<file path="config.mk">
export PLATFORM = sky130hd
export DESIGN_NAME = pipelined_subtractor
export DESIGN_NICKNAME = d
export VERILOG_FILES = /design/src/rtl/arith_pkg.sv /design/src/rtl/rsub_segment.sv /design/src/rtl/pipelined_subtractor.sv
export SDC_FILE = /design/constraint.sdc
export NUM_CORES = 1
export LEC_CHECK = 0
export BUFFER_PORTS_ARGS = -buffer_cell sky130_fd_sc_hd__buf_2
export CELL_PAD_IN_SITES_DETAIL_PLACEMENT = 0
export CELL_PAD_IN_SITES_GLOBAL_PLACEMENT = 1
export CORE_MARGIN = 5
export CORE_UTILIZATION = 30
export DETAILED_ROUTE_END_ITERATION = 7
export PLACE_DENSITY = 0.67
export SLEW_MARGIN = 0
export SYNTH_ARGS = -nofsm -noshare
export SYNTH_HDL_FRONTEND = slang
export SYNTH_SLANG_ARGS = --single-unit
</file>
<file path="constraint.sdc">
create_clock -name clk -period 4.5 [get_ports clk]
set_input_delay 0.225 -clock clk [delete_from_list [all_inputs] [get_ports clk]]
set_output_delay 0.225 -clock clk [all_outputs]
set_load 0.01 [all_outputs]
</file>
<file path="src/rtl/arith_pkg.sv">
// Shared arithmetic definitions: default widths and the signed-overflow rule
// for subtraction, reused by both the subtractor RTL and adder verification.
package arith_pkg;

  localparam int L_DEF = 16;
  localparam int M_DEF = 8;

  // Overflow when operand signs differ and the result sign departs from the minuend.
  function automatic logic sub_ovf(input logic a_msb, input logic b_msb, input logic d_msb);
    return (a_msb != b_msb) && (d_msb != a_msb);
  endfunction

endpackage

</file>
<file path="src/rtl/rsub_segment.sv">
// Purely combinational W-bit ripple subtractor: d = a - b - bin, bout = borrow out.
module rsub_segment #(
  parameter int W = 8
) (
  input  logic [W-1:0] a,
  input  logic [W-1:0] b,
  input  logic         bin,
  output logic [W-1:0] d,
  output logic         bout
);

  logic [W:0] br_s;

  // Bit-serial borrow chain; a bit borrows when a < b + incoming borrow.
  always_comb begin
    br_s    = '0;
    d       = '0;
    br_s[0] = bin;
    for (int i = 0; i < W; i++) begin
      d[i]      = a[i] ^ b[i] ^ br_s[i];
      br_s[i+1] = (~a[i] & b[i]) | (~(a[i] ^ b[i]) & br_s[i]);
    end
    bout = br_s[W];
  end

endmodule

</file>
<file path="src/rtl/pipelined_subtractor.sv">
// Two-stage valid/ready subtractor: low K bits resolve in stage 1, the upper
// M bits consume the registered borrow in stage 2.
module pipelined_subtractor
  import arith_pkg::*;
#(
  parameter int L = L_DEF,
  parameter int M = M_DEF
) (
  input  logic         clk,
  input  logic         rst,
  input  logic         in_valid,
  output logic         in_ready,
  input  logic [L-1:0] A,
  input  logic [L-1:0] B,
  input  logic         Bin,
  output logic         out_valid,
  input  logic         out_ready,
  output logic [L-1:0] diff,
  output logic         Bout,
  output logic         ovf
);

  localparam int K = L - M;

  logic         s1_valid_r;
  logic [K-1:0] s1_dlo_r;
  logic         s1_bk_r;
  logic [M-1:0] s1_ahi_r;
  logic [M-1:0] s1_bhi_r;
  logic         s1_asign_r;
  logic         s1_bsign_r;

  logic         s2_valid_r;
  logic [L-1:0] s2_diff_r;
  logic         s2_bout_r;
  logic         s2_ovf_r;

  logic         adv1_s;
  logic         adv2_s;
  logic [K-1:0] lo_d_s;
  logic         lo_b_s;
  logic [M-1:0] hi_d_s;
  logic         hi_b_s;

  rsub_segment #(.W(K)) u_lo (
    .a    (A[K-1:0]),
    .b    (B[K-1:0]),
    .bin  (Bin),
    .d    (lo_d_s),
    .bout (lo_b_s)
  );

  rsub_segment #(.W(M)) u_hi (
    .a    (s1_ahi_r),
    .b    (s1_bhi_r),
    .bin  (s1_bk_r),
    .d    (hi_d_s),
    .bout (hi_b_s)
  );

  // Advance enables depend only on registered state and out_ready, never on in_valid.
  always_comb begin
    adv2_s = !s2_valid_r || out_ready;
    adv1_s = !s1_valid_r || adv2_s;
  end

  // Stage 1: low-segment result, its borrow, and the upper operand halves.
  always_ff @(posedge clk) begin
    if (rst) begin
      s1_valid_r <= 1'b0;
      s1_dlo_r   <= '0;
      s1_bk_r    <= 1'b0;
      s1_ahi_r   <= '0;
      s1_bhi_r   <= '0;
      s1_asign_r <= 1'b0;
      s1_bsign_r <= 1'b0;
    end else if (adv1_s) begin
      s1_valid_r <= in_valid;
      s1_dlo_r   <= lo_d_s;
      s1_bk_r    <= lo_b_s;
      s1_ahi_r   <= A[L-1:K];
      s1_bhi_r   <= B[L-1:K];
      s1_asign_r <= A[L-1];
      s1_bsign_r <= B[L-1];
    end else begin
      s1_valid_r <= s1_valid_r;
    end
  end

  // Stage 2: full difference plus flags; holds steady while the consumer stalls.
  always_ff @(posedge clk) begin
    if (rst) begin
      s2_valid_r <= 1'b0;
      s2_diff_r  <= '0;
      s2_bout_r  <= 1'b0;
      s2_ovf_r   <= 1'b0;
    end else if (adv2_s) begin
      s2_valid_r <= s1_valid_r;
      s2_diff_r  <= {hi_d_s, s1_dlo_r};
      s2_bout_r  <= hi_b_s;
      s2_ovf_r   <= sub_ovf(s1_asign_r, s1_bsign_r, hi_d_s[M-1]);
    end else begin
      s2_valid_r <= s2_valid_r;
    end
  end

  assign in_ready  = adv1_s;
  assign out_valid = s2_valid_r;
  assign diff      = s2_diff_r;
  assign Bout      = s2_bout_r;
  assign ovf       = s2_ovf_r;

endmodule

</file>
==> metrics.cfg <==
[status]
status = completed

[finish]
layout.nets = 326
final_cells = 353
final_layout_size_suffix_gt1_share_pct = 28.6
antenna_cells = 0
filler_cell_count = 695
layout.cells.most_common = nand2_1
area_growth_syn_to_layout_pct = 19.7
mostFrequentLayoutCells = nand2_1 (57), buf_2 (56), dfxtp_1 (45)
post-route-util_pct = 36.6

[timing]
maxSlewHeadroom_pct = 35.2
timing_worst_slew_pin_value_ns = 0.970
hold_viol = 0
final_period_minus_worst_setup_slack_ns = 4.06
clock.fmax_mhz = 246
layout_setup_ws_ns = 0.436
rsz0062_at_grt = no
finalMaxSlewViolations = 0
setup_violations = 0
clock_skew_ns = 0.00571
tns_ns = 0
period_share_pct = 90.3

[yosys]
syn_nets = 277
synth.ff_latch_count = 45
ys_warn_count = 0
netlist_instances = 223
synth_cell_types = 21
syn_area_um2 = 2050
synth-seq-area-share_pct = 43.8
synthesis.area_per_instance_um2 = 9.21

[clocking]
cts_tree = yes
cts-resized-gates = 0
h-tree-depth = 2
clk-insertion-delay-late_ns = 0.29
clock_sinks = 45
clock_path_buffers = 2
cts-root-buf = clkbuf_8
hold_buffers_post_cts = 0
path_clk_slew_ns = 0.09
clock_buffers_created_by_tritoncts = 5
cts_post_setup_buffers_inserted = 0

[power]
power.static_leakage_uw = 0.00114
power.total_uw = 959
peakVddDrop_mv = 0.165
intPower_uw = 725
sequentialPowerShare_pct = 47.6
clkPwrFrac_pct = 37.4
comb_power_share_pct = 15.0
netSwitchingFraction_pct = 24.3
power.density_cell_area_nw_per_um2 = 390
switching_power_uw = 233

[route]
first_pass_iters = 4
drtIter0Drc = 46
routed_wire_per_std_cell_um = 12.2
routed-via-count = 1523
drc = 0
route.detailed.vias_per_inst = 4.31
wirelength_mm = 4.29
antenna_violating_nets_post_route = 0

[placed_design]
numPortBuffers = 56
place_inst = 345
gp_congestion = 0.689
dp.final_hpwl_mm = 2.99
pre_cts_ws_ns = 0.397

[setup_path]
timing_worst_setup_path_type = flip-flop to flip-flop
element_type_at_the_critical_path_end = flip-flop
critical_path_required_ns = 4.72
timing.critical_path.arrival_ns = 4.29
startpoint_type = flip-flop
critical_path.max_fanout = 2

[die]
die_width_um = 92.8
start_util_pct = 30.6
core_ar_um2 = 6720
die-area_um2 = 8600
die_height_um = 92.8
fp-row-count = 30
ioPinCount = 57

[job]
drv.max_cap_violation_count = 0

[grt]
grt_use_total_pct = 10.5
grt_start_max_net_pins = 46
antenna_violations_before_repair = 0
grt_pass1_vias = 1589
wire_length_of_the_first_global_routing_pass_mm = 7.22
overflow = 0

[hold_path]
hp-class = input port to flip-flop

[power by group through the flow]
stage	Combinational (uW)	Sequential, uW	Clock (uW)
final	144	456	359
after global routing	166	462	388
after CTS	149	457	371
after detailed placement	148	465	0
after global placement	146	465	0
after floorplan	86.5	472	0
[kinds of logic after synthesis]
kind of cell / count (synthesis) / share of synthesized area, %
buf+inv: 38 / 9.87
fa+ha+maj: 17 / 16.2
simple gates: 79 / 15.6
compound gates: 43 / 14.1
xor+xnor: 1 / 0.426
flops: 45 / 43.8
[routing by layer]
| metal | up-vias | GRT usage [%] | part of all wire [%] |
|---|---|---|---|
| met5 | - | 0 | 0 |
| li1 | 789 | - | - |
| met4 | 0 | 3.30 | 0.72 |
| met3 | 5 | 3.74 | 7.2 |
| met2 | 38 | 15.7 | 44 |
| met1 | 691 | 14.1 | 48 |
[path summary, 6_finish.rpt]
path / cells after the start / start / endpoint / slack, ns
worst max register to register: 14 / s1_bk_r$_SDFFE_PP0P_ / ovf$_SDFFE_PP0P_ / 0.44
worst max-delay path: 14 / s1_bk_r$_SDFFE_PP0P_ / ovf$_SDFFE_PP0P_ / 0.44
worst min register to register: 2 / s1_ahi_r[6]$_SDFFE_PP0P_ / s1_ahi_r[6]$_SDFFE_PP0P_ / 0.45
worst min-delay path: 3 / in_valid / s1_valid_r$_SDFFE_PP0P_ / 0.15
[cells in the mapped netlist]
cell,count,area share (%)
a211oi_1,7,2.6
a211oi_2,7,4.3
a21oi_1,28,6.8
a21oi_2,1,0.43
and3b_2,1,0.49
buf_1,3,0.55
buf_2,3,0.73
buf_6,7,3.8
clkbuf_2,1,0.24
dfxtp_1,45,44
fa_1,16,16
ha_1,1,0.61
inv_1,23,4.2
inv_4,1,0.30
nand2_1,57,10
nand2b_1,1,0.30
nor2_1,14,2.6
nor2_2,4,1.2
nor2b_1,1,0.30
or3_1,1,0.30
xnor2_1,1,0.43
[layout make-up]
type | count | area (um2) | area share (%)
clock buffer | 5 | 68.8 | 2.80
clock inverter | 3 | 65.1 | 2.65
tap | 80 | 100 | 4.07
multi-input combinational | 140 | 951 | 38.7
inverter | 24 | 92.6 | 3.77
timing repair buffer | 56 | 280 | 11.4
sequential | 45 | 901 | 36.6
[registers in the layout (all words and copies together) (netlist names)]
| register | cells |
|---|---|
| s1_dlo_r | 8 |
| Bout | 1 |
| out_valid | 1 |
| diff | 16 |
| s1_bhi_r | 8 |
| s1_bk_r | 1 |
| ovf | 1 |
| s1_ahi_r | 8 |
| s1_valid_r | 1 |
[through the flow]
stage,hold WS [ns],instance area (um2)
floorplan,0.346,2050
global placement,0.438,2320
detailed placement,0.444,2320
CTS,0.138,2460
global route,0.152,2460
finish,0.146,2460
[worst max-delay path, stage by stage, from the launching register on]
cell,delay (ns)
dfxtp_1,0.32
inv_1,0.08
fa_1,0.17
inv_1,0.05
fa_1,0.38
fa_1,0.39
fa_1,0.38
fa_1,0.38
fa_1,0.38
fa_1,0.36
inv_1,0.07
fa_1,0.44
xnor2_1,0.14
or3_1,0.30
a21oi_1,0.14
(Power assumes the default switching activity.)
